[src/rtl/matrix_ring_scanner.sv]
// rtl/matrix_ring_scanner.sv - three-slot column ring scanner with double-buffered row frame
//
// Purpose:
//   Drives a 3-column LED/keypad matrix. Each column slot lasts PRESCALE clocks:
//   BLANK clocks with all columns off, followed by PRESCALE-BLANK clocks with one
//   column selected (one-hot ring_counter) and its 7-bit row pattern on rows.
//   A new 21-bit frame is written into a pending buffer and swapped into the
//   active buffer only at a frame boundary, so a frame is never shown torn.
//
// Ports:
//   clock         in   single clock, rising edge
//   reset_n       in   asynchronous active-low reset
//   enable        in   scan enable; low returns the scanner to IDLE
//   frame_load    in   write frame_data into the pending buffer
//   frame_data    in   [7k+6:7k] = row pattern for slot k, k = 0..2
//   frame_busy    out  pending buffer full; loads ignored while high
//   frame_ack     out  one-cycle pulse, load accepted
//   ring_counter  out  one-hot column select, 000 while blanked
//   rows          out  row pattern of the current slot, 0 while blanked
//   frame_sync    out  one-cycle pulse during the last DRIVE cycle of slot 2
//
// All outputs are registered. They are computed from the next-state values so
// that each output register reflects the state register it belongs to in the
// same cycle.

module matrix_ring_scanner #(
  parameter int PRESCALE = 1000,
  parameter int BLANK    = 4
) (
  input  logic        clock,
  input  logic        reset_n,
  input  logic        enable,
  input  logic        frame_load,
  input  logic [20:0] frame_data,
  output logic        frame_busy,
  output logic        frame_ack,
  output logic [2:0]  ring_counter,
  output logic [6:0]  rows,
  output logic        frame_sync
);

  localparam logic [1:0] ST_IDLE  = 2'd0;
  localparam logic [1:0] ST_BLANK = 2'd1;
  localparam logic [1:0] ST_DRIVE = 2'd2;

  // Terminal counts of the two phases of a slot.
  localparam logic [15:0] BLANK_LAST = 16'(BLANK - 1);
  localparam logic [15:0] DRIVE_LAST = 16'(PRESCALE - BLANK - 1);

  logic [1:0]  state;
  logic [15:0] cnt;
  logic [1:0]  slot;
  logic [20:0] active;
  logic [20:0] pending;

  logic [1:0]  state_n;
  logic [15:0] cnt_n;
  logic [1:0]  slot_n;
  logic        boundary;
  logic        swap;
  logic        accept;
  logic        busy_n;
  logic [20:0] active_n;
  logic [20:0] pending_n;
  logic [2:0]  ring_n;
  logic [6:0]  rows_n;
  logic        sync_n;

  // Scan sequencer.
  always_comb begin
    state_n  = state;
    cnt_n    = cnt;
    slot_n   = slot;
    boundary = 1'b0;
    case (state)
      ST_IDLE: begin
        cnt_n  = 16'd0;
        slot_n = 2'd0;
        if (enable) begin
          state_n = ST_BLANK;
        end
      end
      ST_BLANK: begin
        if (!enable) begin
          state_n = ST_IDLE;
          cnt_n   = 16'd0;
          slot_n  = 2'd0;
        end else if (cnt == BLANK_LAST) begin
          state_n = ST_DRIVE;
          cnt_n   = 16'd0;
        end else begin
          cnt_n = cnt + 16'd1;
        end
      end
      ST_DRIVE: begin
        if (!enable) begin
          state_n = ST_IDLE;
          cnt_n   = 16'd0;
          slot_n  = 2'd0;
        end else if (cnt == DRIVE_LAST) begin
          state_n = ST_BLANK;
          cnt_n   = 16'd0;
          if (slot == 2'd2) begin
            slot_n   = 2'd0;
            boundary = 1'b1;
          end else begin
            slot_n = slot + 2'd1;
          end
        end else begin
          cnt_n = cnt + 16'd1;
        end
      end
      default: begin
        state_n = ST_IDLE;
        cnt_n   = 16'd0;
        slot_n  = 2'd0;
      end
    endcase
  end

  // Frame buffers. A swap needs frame_busy high and a load needs it low, so
  // in a cycle with both requests the load is dropped and the swap proceeds.
  always_comb begin
    swap      = boundary && frame_busy;
    accept    = frame_load && !frame_busy;
    active_n  = swap ? pending : active;
    pending_n = accept ? frame_data : pending;
    busy_n    = frame_busy;
    if (swap) begin
      busy_n = 1'b0;
    end else if (accept) begin
      busy_n = 1'b1;
    end
  end

  // Output decode from next-state values, so the new frame already shows on
  // the first DRIVE of slot 0 after the swap.
  always_comb begin
    ring_n = 3'b000;
    rows_n = 7'd0;
    if (state_n == ST_DRIVE) begin
      case (slot_n)
        2'd0: begin
          ring_n = 3'b001;
          rows_n = active_n[6:0];
        end
        2'd1: begin
          ring_n = 3'b010;
          rows_n = active_n[13:7];
        end
        2'd2: begin
          ring_n = 3'b100;
          rows_n = active_n[20:14];
        end
        default: begin
          ring_n = 3'b000;
          rows_n = 7'd0;
        end
      endcase
    end
  end

  // frame_sync is raised one cycle ahead of the boundary edge so that it is
  // high in the same cycle as the swap decision.
  always_comb begin
    sync_n = (state_n == ST_DRIVE) && (slot_n == 2'd2) && (cnt_n == DRIVE_LAST);
  end

  always_ff @(posedge clock or negedge reset_n) begin
    if (!reset_n) begin
      state        <= ST_IDLE;
      cnt          <= 16'd0;
      slot         <= 2'd0;
      active       <= 21'd0;
      pending      <= 21'd0;
      frame_busy   <= 1'b0;
      frame_ack    <= 1'b0;
      ring_counter <= 3'b000;
      rows         <= 7'd0;
      frame_sync   <= 1'b0;
    end else begin
      state        <= state_n;
      cnt          <= cnt_n;
      slot         <= slot_n;
      active       <= active_n;
      pending      <= pending_n;
      frame_busy   <= busy_n;
      frame_ack    <= accept;
      ring_counter <= ring_n;
      rows         <= rows_n;
      frame_sync   <= sync_n;
    end
  end

endmodule

[config.mk]
export PLATFORM = sky130hd
export DESIGN_NAME = matrix_ring_scanner
export DESIGN_NICKNAME = d
export VERILOG_FILES = /design/src/rtl/matrix_ring_scanner.sv
export SDC_FILE = /design/constraint.sdc
export NUM_CORES = 1
export LEC_CHECK = 0
export BUFFER_PORTS_ARGS = -buffer_cell sky130_fd_sc_hd__clkbuf_2
export CAP_MARGIN = 10
export CORE_ASPECT_RATIO = 0.5
export CORE_MARGIN = 2
export CORE_UTILIZATION = 58
export CTS_CLUSTER_DIAMETER = 100
export CTS_CLUSTER_SIZE = 24
export DETAILED_ROUTE_END_ITERATION = 10
export HOLD_SLACK_MARGIN = 0.03
export PLACE_DENSITY = 0.79
export SLEW_MARGIN = 5
export SYNTH_ARGS = -nofsm -noshare
export SYNTH_HDL_FRONTEND = slang
export SYNTH_SLANG_ARGS = --single-unit
[constraint.sdc]
create_clock -name clock -period 2.5 [get_ports clock]
set_input_delay 0.5 -clock clock [delete_from_list [all_inputs] [get_ports clock]]
set_output_delay 0.5 -clock clock [all_outputs]
set_load 0.02 [all_outputs]
* Word-level counts from Yosys, hierarchy flattened
Cells that the tools add are included.
** Operators by class
- Add/subtract/negate cells :: 2
- Multiply operators :: 0
- Divide/modulo/power cells :: 0
- Order comparisons :: 0
- Equality and inequality tests :: 9
- Shift operators :: 0
- Multiplexer cells :: 27
- Bitwise gates (word level) :: 0
- Reductions and logical operators :: 8
** Operators with widths (number)
- 16-bit two-way mux :: 4
- 16-bit by 10-bit == test with 1-bit output, second input constant :: 2
- 16-bit case mux with 2 select lines :: 1
- 21-bit two-way mux :: 1
- 7-bit case mux with 3 select lines :: 1
- 2-bit two-way mux :: 9
- 16-bit by 1-bit adder with 16-bit output, second input constant :: 1
- 16-bit by 2-bit == test with 1-bit output, second input constant :: 1
- 3-bit case mux with 3 select lines :: 1
- 2-bit == test, second input constant :: 4
- 7-bit two-way mux :: 1
- 1-bit two-way mux :: 6
- 2-bit case mux with 3 select lines :: 1
- 2-bit by 1-bit == test with 1-bit output, second input constant :: 2
- 1-bit logical AND :: 4
- 2-bit zero test :: 2
- 2-bit case mux with 2 select lines :: 1
- 3-bit two-way mux :: 1
- 2-bit by 1-bit adder with 2-bit output, second input constant :: 1
- 2-bit nonzero test :: 1
- 1-bit zero test :: 1
** Word-level totals
- Flip-flop bits (word level) :: 75
- Latch bits :: 0
- Memory bits (writable) :: 0
- Memory bits (read-only) :: 0
- Input port bits :: 25
- Logic and storage cells :: 56
- Memories kept :: 0

* Longest topological paths before layout
Gate-level depths: netlist of run 1.
- Depth after elaboration :: 9
- Depth in mapped cells :: 9

* Worst setup path before layout of run 1
No wires, ideal clock.
- Path type :: register -> register
- Start point :: register cnt[0]
- End point :: register rows[1]
- Setup time :: 0.128 ns
- Arrival :: 1.968 ns
- Data required time :: 2.372 ns
- Setup slack :: 0.404 ns
- Cell stages (with the launch flop) :: 9
- Buffers on the path :: 1
- Period minus slack after synthesis :: 2.096 ns
- Path through :: dfrtp_1 ha_1 nor3b_1 nand4_1 nor3_4 buf_4 mux2_2 mux2i_1 o22ai_1
** Between the ends
- Word-level cells in the longest chain between the ends :: 8
** Ends and longest elaborated chain
- start, declared :: RTL line 51 : logic [15:0] cnt;
- start signal, assigned :: RTL line 183 : cnt <= cnt_n;
- 16-bit by 10-bit == test with 1-bit output :: RTL line 100 : end else if (cnt == DRIVE_LAST) begin
- 1-bit two-way mux :: RTL line 100
- 1-bit two-way mux :: RTL line 96 : if (!enable) begin
- 1-bit two-way mux :: RTL line 75 : case (state)
- 1-bit logical AND :: RTL line 124 : swap = boundary && frame_busy;
- 21-bit two-way mux :: RTL line 126 : active_n = swap ? pending : active;
- via active_n[1] :: RTL line 63 : logic [20:0] active_n;
- 7-bit case mux with 3 select lines :: RTL line 142 : case (slot_n)
- 7-bit two-way mux :: RTL line 141 : if (state_n == ST_DRIVE) begin
- via rows_n[1] :: RTL line 66 : logic [6:0] rows_n;
- end signal, assigned :: RTL line 190 : rows <= rows_n;
- end, declared :: RTL line 38 : output logic [6:0] rows,
The timed path passes the listed nets, and every way through them passes these cells.
A chain may end at the register's enable or synchronous reset.

* Final worst setup path of run 1
- Start point :: register cnt[3]
- End point :: register rows[0]
The elaborated chain is that of the path after synthesis.

==> results of run 1 <==
==> power by group through the flow <==
stage | Sequential (mW) | Combinational, mW | Clock [mW]
2_1_floorplan | 1.31 | 0.131 | 0
3_3_place_gp | 1.32 | 0.197 | 0
3_5_place_dp | 1.32 | 0.209 | 0
4_1_cts | 1.30 | 0.212 | 1.20
5_1_grt | 1.31 | 0.231 | 1.26
6_report | 1.30 | 0.208 | 1.18
==> stage by stage <==
stage,utilization [%],instance area (um^2),hold WS (ns),total power [mW],worst slack [ns]
final,71.31,3984,0.1678,2.695,0.1558
after global routing,71.31,3984,0.2135,2.803,0.01593
after CTS,71.22,3979,0.1908,2.716,0.1120
after detailed placement,66.25,3701,0.4742,1.533,0.1678
after global placement,66.25,3701,0.4653,1.517,0.2185
after floorplan,-,3411,0.2044,1.443,0.4040
==> cell families after synthesis <==
family	share of synthesized area (%)
adder cells (fa/ha/maj)	1.834
flip-flops	55.03
XOR/XNOR	4.365
AND/OR/NAND/NOR	14.27
buffers and inverters	3.778
multiplexers	16.32
AO/OA/AOI/OAI	4.402
==> metal layers <==
| metal | vias to the layer above | track usage (%) | share of wire [%] |
|---|---|---|---|
| met5 | - | 0 | 0 |
| met4 | 0 | 9.059 | 1.5 |
| met3 | 16 | 7.322 | 4.8 |
| met2 | 63 | 42.34 | 53 |
| met1 | 1126 | 26.35 | 40 |
| li1 | 1056 | - | - |
==> cell usage after synthesis (all sizes together), types with 5 or more instances <==
| library cell | count |
|---|---|
| dfrtp | 75 |
| buf | 9 |
| ha | 5 |
| xor2 | 11 |
| nor3 | 8 |
| nand2 | 8 |
| nand3 | 9 |
| xnor2 | 6 |
| mux2 | 35 |
| clkbuf | 5 |
| a21oi | 5 |
| mux2i | 15 |
| nor2 | 23 |
| o22ai | 7 |
| inv | 12 |
| nand4 | 6 |
==> final timing paths <==
| kind | startpoint | end | slack, ns | cells after the start |
|---|---|---|---|---|
| max | cnt[3]$_DFF_PN0_ | rows[0]$_DFF_PN0_ | 0.16 | 7 |
| min | reset_n | cnt[7]$_DFF_PN0_ | 0.17 | 1 |
| max reg2reg | cnt[3]$_DFF_PN0_ | rows[0]$_DFF_PN0_ | 0.16 | 7 |
| min reg2reg | active[17]$_DFF_PN0_ | active[17]$_DFF_PN0_ | 0.49 | 2 |
| max in group asynchronous | reset_n | active[3]$_DFF_PN0_ | 1.76 | 2 |
| min in group clock | frame_data[2] | pending[2]$_DFFE_PN0P_ | 0.40 | 2 |
==> cell usage in the layout (no fill, tap or decap), types with 9 or more instances in the layout <==
cell | netlist | final
dfrtp_1 | 75 | 75
clkbuf_2 | 0 | 36
mux2_2 | 35 | 35
nor2_1 | 22 | 22
mux2i_1 | 14 | 14
inv_1 | 12 | 12
xor2_1 | 11 | 11
clkbuf_16 | 0 | 9
==> cell type report <==
| class | count | area [um^2] | area share, % |
|---|---|---|---|
| flip-flops and latches | 75 | 1877 | 47.11 |
| clock buffers | 10 | 229.0 | 5.747 |
| multi-input cells | 174 | 1413 | 35.46 |
| inverters | 12 | 45.04 | 1.131 |
| well taps | 73 | 91.34 | 2.293 |
| repair buffers | 46 | 280.3 | 7.035 |
| clock inverters | 6 | 48.80 | 1.225 |
==> timing repair <==
item                                    4_1_cts  5_1_grt
buffers inserted                              0        0
hold buffers                                  0        0
resized for setup                             0        2
endpoints found under the setup margin        0       10
==> flip-flops by register name (all words and copies together) (netlist names) <==
name / cells
active: 21
cnt: 16
frame_ack: 1
frame_busy: 1
frame_sync: 1
pending: 21
ring_counter: 3
rows: 7
slot: 2
state: 2
==> worst reg2reg max path: stages, from the launching register on <==
cell and delay, ns:
dfrtp_1 0.45, nor4b_2 0.35, nand4_1 0.31, nor3_4 0.25, buf_12 0.21, mux2_2 0.38, mux2i_1 0.16, o22ai_1 0.11
==> impl_metrics.csv, run 1 <==
group,metric,value,unit
run_status,status,"completed",
routing,routedWlPerCell,17.20,um
synth,ys_seq_elements,75,
routing,vias,2261,
setup_path,start_kind,"flip-flop",
routing,firstDrtPassIters,4,
cts,clk_latency,0.33,ns
cts,clk_pin_slew,0.06,ns
floorplan,fp.coreArea,0.005587,mm^2
synth,syn_avg_cell_area,12.40,um^2
timing,setup-tns-final,0,ns
run,maxCapViolations,0,
synth,synthArstFlopShare,100.0,%
timing,slew_viol_final,0,
power_and_ir_drop,power_frac_comb,7.7,%
min_path,hold_path.class,"primary input to asynchronous set/reset pin",
cts,htreeDepth,3,
synth,yosys.area.top_type,"dfrtp_1",
power_and_ir_drop,peakVddDrop,0.0005853,V
cts,clock_path_buffers,2,
synth,synth_cell_types,46,
synth,yosysWarnings,0,
setup_path,cp_slowest_stage_delay,0.45,ns
grt,antenna_found_initial,0,
timing,skew,0.007559,ns
power_and_ir_drop,p_leak,1.939,nW
timing,finalHoldViolCount,0,
floorplan,die_h,58.23,um
timing,fmax,426.6,MHz
setup_path,crit_path_max_fanout,22,
synth,synth-main-ff-cell,"dfrtp_1",
place,port_buffers,37,
synth,seq_area_frac_synth,55.03,%
timing,finalCriticalPeriod,2.344,ns
power_and_ir_drop,seqPwrFrac,48.4,%
synth,syn_inst,275,
power_and_ir_drop,p_sw,648.4,uW
synth,synth_top_area_share,55.03,%
setup_path,cp-end-kind,"flip-flop",
setup_path,cp_num_buf_inv,1,
floorplan,pin_count,38,
grt,grt_use_total,23.27,%
power_and_ir_drop,internal_power,2.046,mW
routing,drt_wl_total,6.811,mm
routing,drt_iter0_markers,97,
cts,tritoncts,"yes",
synth,synth_edf_count,0,
grt,grt_pass1_wl,11.47,mm
place,place_congestion,0.9127,
finish,final_nets,348,
finish,drive_gt1_share,34.06,%
timing,slew_headroom,61.30,%
setup_path,cp.arrival,2.54,ns
routing,antenna_left,0,
grt,grt_pass1_vias,2403,
floorplan,num_rows,19,
power_and_ir_drop,powerDensity,676.4,mW/mm^2
setup_path,crit_required,2.70,ns
grt,grt_remaining_overflow,0,
cts,cts_sinks,75,
cts,cts_buffers,9,
timing,tightestPinTransition,0.5804,ns
place,dp_hpwl,4.686,mm
floorplan,initial_core_util,61.05,%
finish,fillers,361,
synth,synth_area_leaders,"dfrtp_1, mux2_2, mux2i_1",
setup_path,crit_chain,"nor4b_2 -> nand4_1 -> nor3_4 -> buf_12 -> mux2_2 -> mux2i_1 -> o22ai_1",
setup_path,path_class,"flip-flop to flip-flop",
timing,rsz0062_at_grt,"false",
synth,synth_area,0.003411,mm^2
finish,final_cells,396,
routing,routed_via_density,5.710,
timing,setup-violations-final,0,
routing,drc,0,
power_and_ir_drop,p_clk_share,43.9,%
finish,n_antenna_cell,0,
grt,grt_max_degree,45,
timing,post-route-period-util,93.77,%
cts,clockRootBuffer,"clkbuf_16",
finish,area_delta_synth_final,16.80,%
place,placedCellCount,380,
floorplan,die_w,112.5,um
setup_path,slowest_stage,"dfrtp_1",
synth,syn_nets,305,
power_and_ir_drop,netSwitchingFraction,24.06,%
setup_path,crit_family,"simple AND/OR/NAND/NOR gates",
floorplan,die-area,0.006547,mm^2
(Power assumes the default switching activity.)
==> inputs of run 2 (changes only) <==
--- a/config.mk
+++ b/config.mk
@@ -14,6 +14,7 @@
 export CTS_CLUSTER_SIZE = 24
 export DETAILED_ROUTE_END_ITERATION = 10
 export HOLD_SLACK_MARGIN = 0.03
+export MAX_ROUTING_LAYER = met4
 export PLACE_DENSITY = 0.79
 export SLEW_MARGIN = 5
 export SYNTH_ARGS = -nofsm -noshare
==> impl_metrics.csv, run 2 (synthesis results as in run 1) <==
group,metric,value,unit
run_status,status,"completed",
cts,cts_sinks,75,
setup_path,crit_required,2.70,ns
finish,area_delta_synth_final,16.80,%
run,maxCapViolations,0,
finish,final_cells,396,
floorplan,die_w,112.5,um
timing,rsz0062_at_grt,"false",
cts,clk_latency,0.33,ns
place,port_buffers,37,
cts,post-cts-setup-buffer-count,0,
finish,final_cell_mix,"dfrtp_1, clkbuf_2, mux2_2",
timing,setup-violations-final,0,
power_and_ir_drop,powerDensity,677.7,mW/mm^2
cts,tritoncts,"yes",
cts,clockRootBuffer,"clkbuf_16",
timing,skew,0.007482,ns
routing,dr_wl_met2,3.640,mm
timing,hold_slack,0.1694,ns
grt,grt_remaining_overflow,0,
floorplan,pin_count,38,
place,place_congestion,0.9286,
timing,slew_headroom,60.36,%
cts,cts_buffers,9,
routing,route.layer.met1.wl,2.800,mm
place,dp_slack,0.1678,ns
power_and_ir_drop,peakVddDrop,0.0005852,V
timing,post-route-period-util,94.28,%
routing,routedWlPerCell,17.36,um
timing,setup-tns-final,0,ns
grt,grt_use_total,24.06,%
finish,largest_registers,"active: 21 flops, pending: 21 flops, cnt: 16 flops",
floorplan,num_rows,19,
grt,grt_max_degree,45,
floorplan,initial_core_util,61.05,%
routing,antenna_left,0,
timing,fmax,424.3,MHz
routing,firstDrtPassIters,4,
place,placedCellCount,380,
timing,setup_ws,0.1431,ns
cts,htreeDepth,3,
setup_path,cp-end-kind,"flip-flop",
cts,clock_path_buffers,2,
routing,drt_wl_total,6.875,mm
routing,vias,2272,
floorplan,die_h,58.23,um
power_and_ir_drop,p_leak,1.939,nW
place,dp_hpwl,4.686,mm
routing,routed_via_density,5.737,
finish,final_nets,348,
setup_path,crit_path_max_fanout,22,
timing,finalCriticalPeriod,2.357,ns
floorplan,die-area,0.006547,mm^2
finish,n_antenna_cell,0,
timing,tightestPinTransition,0.5946,ns
timing,finalHoldViolCount,0,
grt,grt_pass1_vias,2403,
setup_path,path_class,"flip-flop to flip-flop",
cts,clk_pin_slew,0.06,ns
grt,grt_pass1_wl,11.47,mm
timing,slew_viol_final,0,
finish,drive_gt1_share,34.06,%
min_path,hold_path.class,"primary input to asynchronous set/reset pin",
routing,drt_iter0_markers,73,
setup_path,start_kind,"flip-flop",
finish,layout_commonest_cell,"dfrtp_1",
finish,fillers,361,
setup_path,r2r_slack,0.14,ns
routing,dr_wl_met3,314,um
routing,dr.max_layer_used,"met4",
setup_path,cp.arrival,2.55,ns
power_and_ir_drop,finalPower,2.700,mW
routing,drc,0,
grt,antenna_found_initial,0,
floorplan,fp.coreArea,0.005587,mm^2
-- run 2: path summary, 6_finish.rpt --
| check | to | cells past startpoint | startpoint |
|---|---|---|---|
| min in group clock | pending[2]$_DFFE_PN0P_ | 2 | frame_data[2] |
| max in group asynchronous | pending[10]$_DFFE_PN0P_ | 2 | reset_n |
| max | rows[0]$_DFF_PN0_ | 7 | cnt[3]$_DFF_PN0_ |
| min | cnt[7]$_DFF_PN0_ | 1 | reset_n |
| min reg2reg | active[17]$_DFF_PN0_ | 2 | active[17]$_DFF_PN0_ |
| max reg2reg | rows[0]$_DFF_PN0_ | 7 | cnt[3]$_DFF_PN0_ |
-- run 2: layout make-up --
| class | count | area, um^2 | area share, % |
|---|---|---|---|
| tap | 73 | 91.34 | 2.293 |
| multi-input combinational | 174 | 1413 | 35.46 |
| inverter | 12 | 45.04 | 1.131 |
| timing repair buffer | 46 | 280.3 | 7.035 |
| clock buffer | 10 | 229.0 | 5.747 |
| clock inverter | 6 | 48.80 | 1.225 |
| sequential | 75 | 1877 | 47.11 |
-- run 2: worst max-delay path, stage by stage (launching register included) --
cell     delay, ns
dfrtp_1       0.45
nor4b_2       0.35
nand4_1       0.31
nor3_4        0.25
buf_12        0.21
mux2_2        0.36
mux2i_1       0.16
o22ai_1       0.12
-- run 2: routing by layer --
metal	global-route usage (%)	vias to the layer above
met5	-	-
met4	9.059	0
li1	-	1054
met1	26.63	1140
met3	7.113	15
met2	42.25	63
-- run 2: timing repair --
action	in CTS	in global routing
hold buffers	0	0
endpoints found under the setup margin	0	10
resized for setup	0	2
-- run 2: per-stage QoR --
step           area [um^2]  util (%)
6_report              3984     71.31
5_1_grt               3984     71.31
4_1_cts               3979     71.22
3_5_place_dp          3701     66.25
3_3_place_gp          3701     66.25
2_1_floorplan         3411         -
-- run 2: where the power goes --
group | total, mW | internal [mW] | switching [mW]
registers | 1.30 | 1.26 | 0.0389
clock network | 1.19 | 0.682 | 0.506
logic | 0.209 | 0.0998 | 0.109
total | 2.70 | 2.05 | 0.653
==> inputs of run 3 (changes only) <==
--- a/config.mk
+++ b/config.mk
@@ -7,15 +7,15 @@
 export LEC_CHECK = 0
 export BUFFER_PORTS_ARGS = -buffer_cell sky130_fd_sc_hd__clkbuf_2
 export CAP_MARGIN = 10
-export CORE_ASPECT_RATIO = 0.5
+export CORE_ASPECT_RATIO = 1.1
 export CORE_MARGIN = 2
-export CORE_UTILIZATION = 58
+export CORE_UTILIZATION = 30
 export CTS_CLUSTER_DIAMETER = 100
 export CTS_CLUSTER_SIZE = 24
 export DETAILED_ROUTE_END_ITERATION = 10
 export HOLD_SLACK_MARGIN = 0.03
 export MAX_ROUTING_LAYER = met4
-export PLACE_DENSITY = 0.79
+export PLACE_DENSITY = 0.46
 export SLEW_MARGIN = 5
 export SYNTH_ARGS = -nofsm -noshare
 export SYNTH_HDL_FRONTEND = slang
==> impl_metrics.csv, run 3 (synthesis results as in run 1) <==
group,metric,value,unit
routing,drt_wl_total,7.201,mm
cts,clk_pin_slew,0.06,ns
cts,post-cts-setup-buffer-count,0,
finish,area_delta_synth_final,21.39,%
setup_path,path_class,"flip-flop to flip-flop",
finish,n_antenna_cell,0,
place,placedCellCount,458,
routing,vias,2204,
grt,busiest_layer,"met2",
timing,tightestPinTransition,0.3146,ns
min_path,hold_path.class,"primary input to asynchronous set/reset pin",
grt,grtUsageMet1,17.02,%
routing,routedWlPerCell,15.19,um
grt,grt_pass1_vias,2330,
finish,largest_registers,"active: 21 flops, pending: 21 flops, cnt: 16 flops",
setup_path,crit_path_max_fanout,22,
place,dp_hpwl,4.952,mm
cts,htreeDepth,3,
routing,routed_via_density,4.650,
timing,setup-tns-final,0,ns
cts,clk_latency,0.33,ns
grt,grt_use_total,13.26,%
setup_path,cp-end-kind,"flip-flop",
finish,final_cell_mix,"dfrtp_1, clkbuf_2, mux2_2",
timing,finalHoldViolCount,0,
setup_path,crit_required,2.71,ns
run,maxCapViolations,0,
finish,final_cells,474,
grt,grt.met2_usage,20.65,%
floorplan,pin_count,38,
timing,setup-violations-final,0,
grt,grt_max_degree,60,
grt,grt_use_met3,3.487,%
timing,rsz0062_at_grt,"false",
timing,fmax,440.5,MHz
finish,final_nets,352,
cts,clockRootBuffer,"clkbuf_16",
cts,tritoncts,"yes",
cts,cts_sinks,75,
power_and_ir_drop,p_leak,1.971,nW
finish,layout_commonest_cell,"dfrtp_1",
floorplan,num_rows,40,
grt,grt_pass1_wl,12.01,mm
timing,finalCriticalPeriod,2.270,ns
place,dpl-instance-area,0.003824,mm^2
routing,firstDrtPassIters,4,
timing,skew,0.007242,ns
setup_path,cp.arrival,2.48,ns
routing,drt_iter0_markers,92,
setup_path,start_kind,"flip-flop",
power_and_ir_drop,peakVddDrop,0.0003278,V
floorplan,die_w,105.7,um
routing,antenna_left,0,
grt,antenna_found_initial,0,
grt,grt_remaining_overflow,0,
run_status,status,"completed",
floorplan,die-area,0.01224,mm^2
power_and_ir_drop,powerDensity,688.3,mW/mm^2
finish,final_cell_area,0.004140,mm^2
routing,drc,0,
floorplan,fp.coreArea,0.01101,mm^2
timing,slew_headroom,79.03,%
place,place_congestion,0.8180,
floorplan,die_h,115.8,um
floorplan,initial_core_util,30.98,%
cts,cts_buffers,9,
timing,slew_viol_final,0,
cts,clock_path_buffers,2,
timing,post-route-period-util,90.80,%
place,port_buffers,37,
finish,drive_gt1_share,34.86,%
-- run 3: critical path: stages, from the launching register on --
cell and delay [ns]:
dfrtp_1 0.39, ha_1 0.28, nor3b_1 0.20, nand4_1 0.21, nor3_4 0.22, buf_12 0.22
mux2_2 0.37, mux2i_1 0.16, o22ai_1 0.10
-- run 3: stage by stage --
stage | hold slack [ns] | utilization, % | setup slack, ns | total power, mW
floorplan | 0.2044 | - | 0.4040 | 1.443
global placement | 0.4078 | 34.73 | 0.1715 | 1.530
detailed placement | 0.4068 | 34.73 | 0.1772 | 1.533
CTS | 0.05069 | 37.55 | 0.1492 | 2.886
global route | 0.05191 | 37.60 | 0.004477 | 2.976
finish | 0.04400 | 37.60 | 0.2299 | 2.850
-- run 3: metal layers --
layer,part of all wire [%],vias to the layer above
li1,-,1060
met1,48,1104
met2,48,34
met3,2.9,6
met4,1.1,0
met5,0,-
-- run 3: worst paths after layout --
| check | startpoint | endpoint | slack (ns) | depth (start not counted) |
|---|---|---|---|---|
| max | cnt[0]$_DFF_PN0_ | rows[0]$_DFF_PN0_ | 0.23 | 8 |
| min in group clock | frame_data[20] | pending[20]$_DFFE_PN0P_ | 0.40 | 2 |
| min | reset_n | cnt[8]$_DFF_PN0_ | 0.04 | 1 |
| min reg2reg | active[20]$_DFF_PN0_ | active[20]$_DFF_PN0_ | 0.48 | 2 |
| max reg2reg | cnt[0]$_DFF_PN0_ | rows[0]$_DFF_PN0_ | 0.23 | 8 |
| max in group asynchronous | reset_n | pending[4]$_DFFE_PN0P_ | 1.87 | 2 |
-- run 3: area by class of cell --
| type | count | area (um^2) |
|---|---|---|
| fill | 1130 | 6870 |
| sequential | 75 | 1877 |
| multi-input combinational | 174 | 1414 |
| timing repair buffer | 50 | 310.3 |
| clock buffer | 10 | 239.0 |
| tap | 147 | 183.9 |
| clock inverter | 6 | 71.32 |
| inverter | 12 | 45.04 |
-- run 3: power by group --
part | switching, mW | internal (mW) | leakage, nW
Combinational | 0.107 | 0.0988 | 0.817
Sequential | 0.0365 | 1.26 | 1.01
Clock | 0.533 | 0.811 | 0.146
-- run 3: repair_timing --
item	in CTS	in global routing
setup endpoints to repair	0	4
resized for setup	0	1
hold buffers	0	0
